**src/rtl/iter_alu.sv**
```systemverilog
// Registered execute-stage ALU: single-cycle logic/arith/shift ops plus
// iterative unsigned multiply (shift-add) and divide (restoring), one bit per cycle.
//
// state | meaning
// IDLE  | accepting start; single-cycle ops complete from here
// RUN   | iterating MULTU/DIVU, one bit per clock, start ignored
module iter_alu #(
  parameter  int WIDTH = 32,
  localparam int SHW   = $clog2(WIDTH)
) (
  input  logic             clk,
  input  logic             reset,
  input  logic             start,
  input  logic [3:0]       alucontrol,
  input  logic [WIDTH-1:0] a,
  input  logic [WIDTH-1:0] b,
  input  logic [SHW-1:0]   shamt,
  output logic             busy,
  output logic             valid,
  output logic [WIDTH-1:0] result,
  output logic [WIDTH-1:0] hi,
  output logic             zero
);

  localparam int H = WIDTH / 2;

  localparam logic [3:0] OP_AND   = 4'b0000;
  localparam logic [3:0] OP_OR    = 4'b0001;
  localparam logic [3:0] OP_ADD   = 4'b0010;
  localparam logic [3:0] OP_MULTU = 4'b0011;
  localparam logic [3:0] OP_DIVU  = 4'b0100;
  localparam logic [3:0] OP_BGE   = 4'b0101;
  localparam logic [3:0] OP_SUB   = 4'b0110;
  localparam logic [3:0] OP_SLT   = 4'b0111;
  localparam logic [3:0] OP_SLL   = 4'b1000;
  localparam logic [3:0] OP_LI    = 4'b1001;
  localparam logic [3:0] OP_SRL   = 4'b1010;
  localparam logic [3:0] OP_LUI   = 4'b1011;
  localparam logic [3:0] OP_NOR   = 4'b1100;
  localparam logic [3:0] OP_SRA   = 4'b1101;
  localparam logic [3:0] OP_MIX   = 4'b1110;

  typedef enum logic {IDLE, RUN} state_t;

  state_t           state_q, state_d;
  logic [SHW-1:0]   cnt_q, cnt_d;
  logic             is_div_q, is_div_d;
  logic [WIDTH-1:0] opnd_q, opnd_d;
  logic [WIDTH-1:0] acc_hi_q, acc_hi_d;
  logic [WIDTH-1:0] acc_lo_q, acc_lo_d;
  logic             valid_q, valid_d;
  logic [WIDTH-1:0] result_q, result_d;
  logic [WIDTH-1:0] hi_q, hi_d;
  logic             zero_q, zero_d;

  logic [WIDTH-1:0] sc_result;
  logic [WIDTH:0]   mul_sum;
  logic [WIDTH:0]   div_shift;
  logic [WIDTH:0]   div_diff;
  logic [WIDTH-1:0] iter_hi;
  logic [WIDTH-1:0] iter_lo;

  always_comb begin
    sc_result = '0;
    case (alucontrol)
      OP_AND:  sc_result = a & b;
      OP_OR:   sc_result = a | b;
      OP_ADD:  sc_result = a + b;
      OP_SUB:  sc_result = a - b;
      OP_SLT:  sc_result = ($signed(a) <  $signed(b)) ? WIDTH'(1) : '0;
      OP_BGE:  sc_result = ($signed(a) >= $signed(b)) ? WIDTH'(1) : '0;
      OP_SLL:  sc_result = b << shamt;
      OP_SRL:  sc_result = b >> shamt;
      OP_SRA:  sc_result = $unsigned($signed(b) >>> shamt);
      OP_LUI:  sc_result = {b[H-1:0], {H{1'b0}}};
      OP_LI:   sc_result = {{H{1'b0}}, b[H-1:0]};
      OP_NOR:  sc_result = ~(a | b);
      OP_MIX:  sc_result = {a[WIDTH-1:H], b[H-1:0]};
      default: sc_result = '0;
    endcase
  end

  // Multiply keeps {acc_hi, acc_lo} as the shifting product with the multiplier
  // in the low half; divide keeps remainder in acc_hi and shifts the dividend
  // out of acc_lo while quotient bits shift in.
  always_comb begin
    mul_sum   = {1'b0, acc_hi_q} + (acc_lo_q[0] ? {1'b0, opnd_q} : '0);
    div_shift = {acc_hi_q, acc_lo_q[WIDTH-1]};
    div_diff  = div_shift - {1'b0, opnd_q};
    iter_hi   = '0;
    iter_lo   = '0;
    if (is_div_q) begin
      if (!div_diff[WIDTH]) begin
        iter_hi = div_diff[WIDTH-1:0];
        iter_lo = {acc_lo_q[WIDTH-2:0], 1'b1};
      end else begin
        iter_hi = div_shift[WIDTH-1:0];
        iter_lo = {acc_lo_q[WIDTH-2:0], 1'b0};
      end
    end else begin
      iter_hi = mul_sum[WIDTH:1];
      iter_lo = {mul_sum[0], acc_lo_q[WIDTH-1:1]};
    end
  end

  always_comb begin
    state_d  = state_q;
    cnt_d    = cnt_q;
    is_div_d = is_div_q;
    opnd_d   = opnd_q;
    acc_hi_d = acc_hi_q;
    acc_lo_d = acc_lo_q;
    valid_d  = 1'b0;
    result_d = result_q;
    hi_d     = hi_q;
    zero_d   = zero_q;
    case (state_q)
      IDLE: begin
        if (start) begin
          if (alucontrol == OP_MULTU || alucontrol == OP_DIVU) begin
            state_d  = RUN;
            cnt_d    = '0;
            is_div_d = (alucontrol == OP_DIVU);
            acc_hi_d = '0;
            if (alucontrol == OP_DIVU) begin
              opnd_d   = b;
              acc_lo_d = a;
            end else begin
              opnd_d   = a;
              acc_lo_d = b;
            end
          end else begin
            valid_d  = 1'b1;
            result_d = sc_result;
            hi_d     = '0;
            zero_d   = (sc_result == '0);
          end
        end
      end
      RUN: begin
        acc_hi_d = iter_hi;
        acc_lo_d = iter_lo;
        cnt_d    = cnt_q + 1'b1;
        if (cnt_q == SHW'(WIDTH - 1)) begin
          state_d  = IDLE;
          valid_d  = 1'b1;
          result_d = iter_lo;
          hi_d     = iter_hi;
          zero_d   = (iter_lo == '0);
        end
      end
      default: state_d = IDLE;
    endcase
  end

  always_ff @(posedge clk or posedge reset) begin
    if (reset) begin
      state_q  <= IDLE;
      cnt_q    <= '0;
      is_div_q <= 1'b0;
      opnd_q   <= '0;
      acc_hi_q <= '0;
      acc_lo_q <= '0;
      valid_q  <= 1'b0;
      result_q <= '0;
      hi_q     <= '0;
      zero_q   <= 1'b1;
    end else begin
      state_q  <= state_d;
      cnt_q    <= cnt_d;
      is_div_q <= is_div_d;
      opnd_q   <= opnd_d;
      acc_hi_q <= acc_hi_d;
      acc_lo_q <= acc_lo_d;
      valid_q  <= valid_d;
      result_q <= result_d;
      hi_q     <= hi_d;
      zero_q   <= zero_d;
    end
  end

  assign busy   = (state_q == RUN);
  assign valid  = valid_q;
  assign result = result_q;
  assign hi     = hi_q;
  assign zero   = zero_q;

endmodule

```
**config.mk**
```make
export PLATFORM = sky130hd
export DESIGN_NAME = iter_alu
export DESIGN_NICKNAME = d
export VERILOG_FILES = /design/src/rtl/iter_alu.sv
export SDC_FILE = /design/constraint.sdc
export NUM_CORES = 1
export LEC_CHECK = 0
export ABC_AREA = 1
export CAP_MARGIN = 20
export CORE_MARGIN = 10
export CORE_UTILIZATION = 25
export CTS_BUF_LIST = sky130_fd_sc_hd__clkbuf_4 sky130_fd_sc_hd__clkbuf_8
export DETAILED_ROUTE_END_ITERATION = 10
export PLACE_DENSITY = 0.42
export SYNTH_ARGS = -nofsm -noshare
export SYNTH_HDL_FRONTEND = slang
export SYNTH_SLANG_ARGS = --single-unit
```
**constraint.sdc**
```tcl
create_clock -name clk -period 13.05 [get_ports clk]
set_input_delay 1.305 -clock clk [delete_from_list [all_inputs] [get_ports clk]]
set_output_delay 1.305 -clock clk [all_outputs]
set_load 0.1 [all_outputs]
```
==> impl_metrics.csv, run 1 <==
group,metric,value,unit
outcome,outcome,"completed",
yosys,syn_area,22900,um^2
layout,syn_to_final_growth,12.7,%
global_routing,antenna_found_initial,8,
yosys,synth_cell_type_count,56,
yosys,synthArstFlopShare,1.00,
yosys,synth_ff_type,"dfrtp_1",
clock_tree,cts_tree,"done",
die,start_util,0.253,
clock_tree,cts_made_buffers,17,
sta,relSlewSlack,0.253,
setup_path,critPathSlowestCell,"nor4_1",
global_routing,grt_pass1_wl,183000,um
setup_path,endpoint_kind,"flip-flop",
power,vdd_drop_max,0.150,mV
yosys,ys_seq_area_frac,0.185,
clock_tree,cts-root-buf,"clkbuf_8",
sta,fin_skew,0.0319,ns
detailed_routing,drc,0,
layout,final_nets,4276,
die,die_area,104000,um^2
yosys,synth_cells,4004,
detailed_routing,vias,27200,
clock_tree,cts_max_level,4,
sta,maxSlewViolCount,0,
sta,finalHoldViolations,0,
placement,hpwl,105000,um
sta,rsz0062_at_grt,"no",
die,rows,110,
sta,fin_tns_setup,0,ns
sta,setup_ws,7.92,ns
detailed_routing,avgViaCountPerCell,5.21,
placement,gp_congestion,1.05,
yosys,synth-edff-count,0,
global_routing,grt_pass1_vias,25700,
clock_tree,clk_path_buf_depth,2,
power,power.leakage,13.1,nW
sta,setup_violations,0,
sta,tightest_slew,1.11,ns
sta,finalCriticalPeriod,5.13,ns
die,core_area,90400,um^2
setup_path,required,13.52,ns
detailed_routing,drt-pass1-iter-count,6,
layout,drive_above_1_share,0.0435,
setup_path,start_kind,"input port",
clock_tree,cts_resized,0,
global_routing,grt_use_total,0.238,
placement,post-place-ws,7.64,ns
detailed_routing,wl_per_cell,24.5,um
die,ios,143,
sta,fmax,0.195,GHz
setup_path,critPathKind,"in2reg",
clock_tree,post_cts_buffers,0,
yosys,ys_ff_latch,169,
die,die_h,323,um
yosys,ys_warn_count,0,
setup_path,crit_arrival,5.59,ns
layout,multi_input_comb_area,15900,um^2
detailed_routing,drt_iter0_markers,2728,
clock_tree,clk_latency,0.53,ns
setup_path,crit_chain,"clkdlybuf4s50_1 > nand2_1 > inv_1 > nand2_1 > o21ai_0 > nor4_1 > nand3_1 > nor2_2 > nand3_1 > nor2_1 > nand2_1 > nor2_1 > nand3_1 > a21oi_1",
global_routing,grt_max_degree,78,
die,dieWidth,323,um
global_routing,gr-total-overflow,0,
sta,fin_crit_sh,0.393,
yosys,avgSynthCellArea,5.72,um^2
placement,portBuffers,142,
min_path,min_path_type,"reg2reg",
layout,nFillCells,10400,
clock_tree,clk_pin_slew,0.13,ns
clock_tree,cts_sinks,169,
flow_run,max-cap-violations,0,
setup_path,critPathMaxFanout,13,
setup_path,critPathMaxStageDelay,0.80,ns
layout,final_core_util,0.285,
clock_tree,ctsHoldBuffers,0,
detailed_routing,ant_nets,0,
layout,seq_area,4230,um^2
detailed_routing,routed_wl,128000,um
yosys,syn_nets,4247,
power,powerDensity,194,nW/um^2
[stage by stage]
stage	std cells	power, mW	hold WS [ns]	cell area, um^2
detailed placement	5189	4.54	0.466	25300
finish	5223	5.00	0.489	25800
floorplan	4004	3.49	0.458	22900
global placement	5186	4.56	0.463	25300
global route	5222	5.40	0.510	25800
CTS	5221	5.00	0.495	25800
[critical path: cells and delay by family]
kind            cells  cell delay, ns
buf+inv             2            0.60
simple gates       10            3.07
compound gates      2            0.60
[area by class of cell]
class | count | area share
Multi-Input combinational cell | 3137 | 0.617
Sequential cell | 169 | 0.164
Inverter | 531 | 0.0778
Timing Repair Buffer | 177 | 0.0666
Tap cell | 1176 | 0.0570
Clock buffer | 17 | 0.00907
Clock inverter | 15 | 0.00849
Antenna cell | 1 | 0.0000970
[where the power goes]
group          switching, mW  internal [mW]  total (mW)  leakage (nW)
Clock                  0.279          0.156       0.435         0.221
Sequential             0.223          0.751       0.974          2.08
Combinational           2.59           1.01        3.59          10.8
[metal layers]
metal	routed length, um	share of wire	global-route usage
met1	56200	0.44	0.316
met2	57100	0.45	0.384
met3	8150	0.064	0.0299
met4	6380	0.050	0.0995
met5	57	0.00045	0
[state kept, by name (all words and copies together) (netlist names)]
register  flops
acc_lo_q     32
cnt_q         5
opnd_q       32
is_div_q      1
acc_hi_q     32
result       32
zero          1
valid         1
busy          1
hi           32
[final timing paths]
| check | from | to | slack [ns] | depth (start not counted) |
|---|---|---|---|---|
| max | alucontrol[1] | zero | 7.92 | 14 |
| min in group asynchronous | reset | acc_hi_q[19] | 1.23 | 2 |
| min reg2reg | hi[16] | hi[16] | 0.49 | 2 |
| min | hi[16] | hi[16] | 0.49 | 2 |
| max reg2reg | busy | opnd_q[1] | 9.29 | 9 |
| max in group asynchronous | reset | busy | 9.95 | 4 |
[logic make-up (layout without fill, tap and decap cells)]
family | after synthesis | in the layout | synth area share
other | 0 | 1 | 0
multiplexers | 1 | 1 | 0.000437
XOR/XNOR | 33 | 33 | 0.0126
AO/OA/AOI/OAI | 648 | 648 | 0.169
adder cells (fa/ha/maj) | 167 | 167 | 0.0926
buffers and inverters | 698 | 740 | 0.122
AND/OR/NAND/NOR | 2288 | 2288 | 0.419
flip-flops | 169 | 169 | 0.185
[cell usage in the layout, fill, tap and decap left out, types with 54 or more instances in the layout]
master           Yosys  final
nand3_1            502    502
o21ai_0            246    246
ha_1               163    163
clkdlybuf4s50_1      0    139
dfrtp_1            168    166
nand2_1           1271   1270
nor2_1             364    360
o211ai_1            54     54
a21oi_1            165    165
inv_1              519    517
[synthesized netlist by cell type (all sizes together), types with 42 or more instances]
cell type	count	area (um^2)
nand2	1282	4850
inv	528	1990
nand3	505	2540
nor2	374	1430
o21ai	275	1420
dfrtp	168	4200
a21oi	165	826
ha	163	2040
clkbuf	84	322
buf	83	463
o211ai	69	593
a31oi	42	269
No activity file was read; power rests on OpenSTA's default activity.
==> run 2, diff against run 1 <==
==> constraint.sdc (replaced) <==
create_clock -name clk -period 5.1 [get_ports clk]
set_input_delay 0.51 -clock clk [delete_from_list [all_inputs] [get_ports clk]]
set_output_delay 0.51 -clock clk [all_outputs]
set_load 0.1 [all_outputs]
==> impl_metrics.csv, run 2 (same netlist as run 1, synthesis figures left out) <==
group,metric,value,unit
sta,fmax,0.249,GHz
sta,relSlewSlack,0.275,
placement,portBuffers,142,
setup_path,critPathMaxFanout,7,
clock_tree,clk_latency,0.54,ns
power,p_sw,7.88,mW
layout,drive_above_1_share,0.0549,
detailed_routing,routed_wl,130000,um
detailed_routing,wl_per_cell,24.7,um
detailed_routing,ant_nets,0,
die,rows,110,
setup_path,start_kind,"input port",
layout,nFillCells,10400,
clock_tree,ctsHoldBuffers,0,
layout,seq_area,4230,um^2
sta,finalCriticalPeriod,4.02,ns
sta,setup_violations,0,
power,powerDensity,491,nW/um^2
clock_tree,cts_resized,0,
clock_tree,clk_pin_slew,0.13,ns
clock_tree,clk_path_buf_depth,2,
die,die_h,323,um
sta,rsz0062_at_grt,"no",
setup_path,required,5.58,ns
flow_run,max-cap-violations,0,
min_path,hold_end,"hi[16]",
die,start_util,0.253,
clock_tree,cts-root-buf,"clkbuf_8",
power,p_int,4.94,mW
sta,fin_crit_sh,0.789,
setup_path,ff2ff_path_depth,16,
clock_tree,cts_tree,"done",
die,die_area,104000,um^2
power,power.leakage,13.3,nW
sta,maxSlewViolCount,0,
die,dieWidth,323,um
clock_tree,post_cts_buffers,0,
detailed_routing,vias,27300,
sta,finalHoldViolations,0,
min_path,worstHoldStart,"hi[16]",
global_routing,gr-total-overflow,0,
outcome,outcome,"completed",
detailed_routing,drc,0,
min_path,hold_path_depth,2,
layout,final_nets,4325,
global_routing,grt_max_degree,97,
global_routing,grt_pass1_wl,185000,um
placement,gp_congestion,1.03,
die,core_area,90400,um^2
sta,fin_tns_setup,0,ns
setup_path,crit_arrival,4.50,ns
layout,final_cell_mix,"nand2_1, inv_1, nand3_1",
layout,multi_input_comb_area,15900,um^2
power,pwr-share-clk,0.088,
setup_path,endpoint_kind,"flip-flop",
power,power_frac_seq,0.198,
layout,final_area,26100,um^2
global_routing,antenna_found_initial,5,
sta,tightest_slew,1.09,ns
die,ios,143,
setup_path,critPathKind,"in2reg",
power,power_frac_comb,0.714,
setup_path,reg2reg_from,"acc_lo_q[0]",
detailed_routing,avgViaCountPerCell,5.18,
power,vdd_drop_max,0.306,mV
power,p_sw_frac,0.614,
layout,num_antenna_cells,0,
layout,syn_to_final_growth,14.2,%
detailed_routing,drt-pass1-iter-count,6,
clock_tree,cts_sinks,169,
sta,fin_skew,0.0318,ns
setup_path,rrSetupSlack,1.38,ns
layout,final_common_cell,"nand2_1",
placement,hpwl,108000,um
min_path,min_path_type,"reg2reg",
global_routing,grt_use_total,0.242,
setup_path,rr_endpoint,"hi[28]",
global_routing,grt_pass1_vias,25900,
clock_tree,cts_made_buffers,17,
placement,dpl_cell_area,25700,um^2
detailed_routing,drt_iter0_markers,2791,
clock_tree,cts_max_level,4,
[run 2: cell count changes in the layout (fill, tap and decap cells not counted), sizes merged]
cell,previous run,this run
buf,38,87
bufinv,0,1
clkinv,8,7
diode,1,0
[run 2: how the worst max path moves through the flow]
stage | slack [ns] | depth (start not counted) | startpoint | end
3_3_place_gp | 0.58 | 19 | b[14] | zero
4_1_cts | 1.24 | 19 | b[14] | zero
5_1_grt | 0.92 | 19 | b[14] | zero
2_1_floorplan | 0.02 | 1 | reset | acc_hi_q[0]
6_report | 1.08 | 19 | b[14] | zero
3_5_place_dp | 0.66 | 19 | b[14] | zero
[run 2: cell type report]
| cell class | count | area share |
|---|---|---|
| inverter | 531 | 0.0768 |
| tap | 1176 | 0.0563 |
| sequential | 169 | 0.162 |
| multi-input combinational | 3137 | 0.609 |
| clock buffer | 17 | 0.00895 |
| timing repair buffer | 226 | 0.0789 |
| clock inverter | 15 | 0.00833 |
[run 2: critical path, cell delays in order]
cell,delay (ns)
clkdlybuf4s50_1,0.65
inv_1,0.19
ha_1,0.54
nand2_1,0.17
nor2_1,0.43
inv_1,0.09
a21oi_1,0.25
o21bai_1,0.16
nand3_1,0.11
nand2_1,0.05
nand3_1,0.08
nand2_1,0.16
nor2_1,0.21
nand2_1,0.10
nor2_1,0.10
nand2_1,0.09
nor2_1,0.31
nand3_1,0.13
a21oi_1,0.16
[run 2: power by group through the flow]
stage               clock network (mW)  registers, mW  logic (mW)
detailed placement                   0           2.55        9.09
finish                            1.13           2.54        9.15
global placement                     0           2.56        9.12
CTS                               1.17           2.54        9.13
floorplan                            0           3.89        5.04
global route                      1.22           2.62        10.0
[run 2: layer usage]
layer	GRT usage	vias to the layer above	part of all wire
met2	0.397	1074	0.46
met5	0	-	0.00020
li1	-	13200	-
met3	0.0259	184	0.059
met4	0.102	4	0.046
met1	0.319	12800	0.44
[run 2: stage by stage]
step	setup WS [ns]	hold WS [ns]	total power, mW	util	instances
after floorplan	0.0166	0.458	8.93	-	4004
final	1.08	0.488	12.8	0.289	5271
after detailed placement	0.665	0.465	11.6	0.284	5239
after global routing	0.918	0.512	13.9	0.289	5271
after CTS	1.24	0.494	12.8	0.289	5271
after global placement	0.583	0.464	11.7	0.284	5239
==> run 3, diff against run 2 <==
--- a/config.mk
+++ b/config.mk
@@ -11,7 +11,7 @@
 export CORE_UTILIZATION = 25
 export CTS_BUF_LIST = sky130_fd_sc_hd__clkbuf_4 sky130_fd_sc_hd__clkbuf_8
 export DETAILED_ROUTE_END_ITERATION = 10
-export PLACE_DENSITY = 0.42
+export PLACE_DENSITY = 0.44
 export SYNTH_ARGS = -nofsm -noshare
 export SYNTH_HDL_FRONTEND = slang
 export SYNTH_SLANG_ARGS = --single-unit
==> constraint.sdc (replaced) <==
create_clock -name clk -period 3.5 [get_ports clk]
set_input_delay 0.35 -clock clk [delete_from_list [all_inputs] [get_ports clk]]
set_output_delay 0.35 -clock clk [all_outputs]
set_load 0.1 [all_outputs]
==> impl_metrics.csv, run 3 (same netlist as run 1, synthesis figures left out) <==
group,metric,value,unit
outcome,outcome,"completed",
power,powerDensity,648,nW/um^2
die,dieWidth,323,um
detailed_routing,drc,0,
layout,syn_to_final_growth,31.0,%
global_routing,grt_pass1_vias,27400,
sta,fin_crit_sh,0.973,
global_routing,grtUsageMet3,0.0229,
sta,tightest_slew,1.02,ns
layout,seq_area,4230,um^2
detailed_routing,routed_wl,133000,um
sta,relSlewSlack,0.310,
sta,finalCriticalPeriod,3.41,ns
flow_run,max-cap-violations,0,
global_routing,antenna_found_initial,12,
clock_tree,cts-root-buf,"clkbuf_8",
sta,rsz0062_at_grt,"no",
power,power_frac_comb,0.731,
clock_tree,clk_path_buf_depth,2,
setup_path,required,3.96,ns
die,die_area,104000,um^2
power,power_frac_seq,0.189,
global_routing,grt_max_degree,121,
detailed_routing,drt-pass1-iter-count,7,
placement,hpwl,113000,um
sta,fin_skew,0.0303,ns
clock_tree,clk_pin_slew,0.14,ns
sta,maxSlewViolCount,0,
global_routing,grt_use_met2,0.408,
layout,multi_input_comb_area,16000,um^2
global_routing,gr-total-overflow,0,
global_routing,grt_use_total,0.247,
setup_path,endpoint_kind,"flip-flop",
layout,drive_above_1_share,0.159,
die,rows,110,
power,power.leakage,15.7,nW
setup_path,critPathMaxFanout,7,
sta,fin_hold_ws,0.285,ns
die,core_area,90400,um^2
clock_tree,clk_latency,0.53,ns
setup_path,start_kind,"input port",
power,p_sw,11.6,mW
global_routing,grt_pass1_wl,189000,um
sta,finalHoldViolations,0,
power,pwr-share-clk,0.080,
setup_path,ff2ff_path_depth,19,
setup_path,crit_top_cell,"nand2_1",
power,p_sw_frac,0.595,
die,start_util,0.253,
detailed_routing,ant_nets,0,
layout,nFillCells,10300,
detailed_routing,vias,28800,
setup_path,crit_chain,"clkdlybuf4s50_1 > inv_1 > ha_1 > buf_4 > nor2_1 > nand2_1 > nor2_1 > nand2_1 > nand3_1 > buf_4 > nand2_1 > nand2_1 > nand2_1 > nand3_1 > nand3_1 > nor2_1 > nand2_1 > nor2_2 > nand2_1 > nor2_4 > nand3_1 > a21oi_1",
setup_path,critPathMaxStageDelay,0.52,ns
sta,fmax,0.294,GHz
layout,final_common_cell,"nand2_1",
power,vdd_drop_max,0.402,mV
power,p_int,7.87,mW
setup_path,crit_arrival,3.86,ns
global_routing,grt_use_met1,0.323,
placement,gp_congestion,1.06,
min_path,min_path_type,"in2async",
die,die_h,323,um
layout,final_area,30000,um^2
setup_path,critPathSlowestCell,"clkdlybuf4s50_1",
detailed_routing,drt_iter0_markers,3108,
global_routing,busiest_layer,"met2",
layout,final_nets,4816,
setup_path,critPathKind,"in2reg",
die,ios,143,
sta,setup_violations,0,
placement,portBuffers,142,
clock_tree,cts_tree,"done",
layout,final_cell_mix,"nand2_1, buf_4, inv_1",
clock_tree,cts_made_buffers,17,
clock_tree,cts_sinks,169,
clock_tree,cts_max_level,4,
placement,dpl_cell_area,29500,um^2
detailed_routing,wl_per_cell,23.0,um
detailed_routing,avgViaCountPerCell,5.01,
==> run 3: changes by cell type in the layout (fill, tap and decap cells not counted), moves of 3 or more <==
cell and delta:
nor2_1 -6, ha_1 -3, buf_12 +12, nor2_2 +6, clkdlybuf4s50_1 -4, buf_4 +481
==> run 3: routing by layer <==
metal	vias to the layer above	wire (um)
li1	14200	-
met1	13400	58000
met2	1034	60300
met3	192	7400
met4	8	6800
met5	-	47
==> run 3: worst max-delay path: cells and delay by family <==
| family | cells | cell delay (ns) |
|---|---|---|
| AOI/OAI and AO/OA | 1 | 0.16 |
| adders and majority gates | 1 | 0.40 |
| buffers and inverters | 4 | 0.97 |
| and+or+nand+nor | 16 | 2.00 |
==> run 3: final cells by class <==
cell class                 count  area share
sequential                   169       0.141
timing repair buffer         717       0.197
multi-input combinational   3137       0.532
clock inverter                15     0.00651
antenna                        1   0.0000834
clock buffer                  17     0.00780
tap                         1176      0.0491
inverter                     531      0.0668
==> run 3: power groups by stage <==
stage | clock [mW] | combinational, mW | sequential [mW]
final | 1.56 | 14.2 | 3.67
after global routing | 1.68 | 15.6 | 3.78
after CTS | 1.61 | 14.2 | 3.66
after detailed placement | 0 | 14.1 | 3.68
after global placement | 0 | 14.1 | 3.69
after floorplan | 0 | 7.35 | 5.66
==> run 3: final timing paths <==
check | startpoint | end | slack (ns)
worst max-delay path | a[10] | zero | 0.09
worst min-delay path | reset | result[8] | 0.28
worst max register to register | opnd_q[0] | acc_hi_q[31] | 0.28
worst min register to register | hi[7] | hi[7] | 0.48
max in group asynchronous | reset | hi[24] | 2.51
min in group clk | hi[7] | hi[7] | 0.48
==> run 3: stage by stage <==
stage                     TNS (ns)  total power, mW  setup WS (ns)   util  cells
final                            0             19.4         0.0943  0.332   5763
after global routing             0             21.0        0.00396  0.332   5762
after CTS                        0             19.4         0.0328  0.331   5760
after detailed placement     -2.47             17.8         -0.611  0.326   5728
after global placement       -2.55             17.8         -0.642  0.326   5728
after floorplan                  0             13.0          0.913      -   4004
==> run 3: timing repair <==
action                                  4_1_cts  5_1_grt
endpoints found under the setup margin        1        2
buffers inserted                              0        2
pin swaps                                     0        0
hold buffers                                  0        0
resized for setup                             1       16
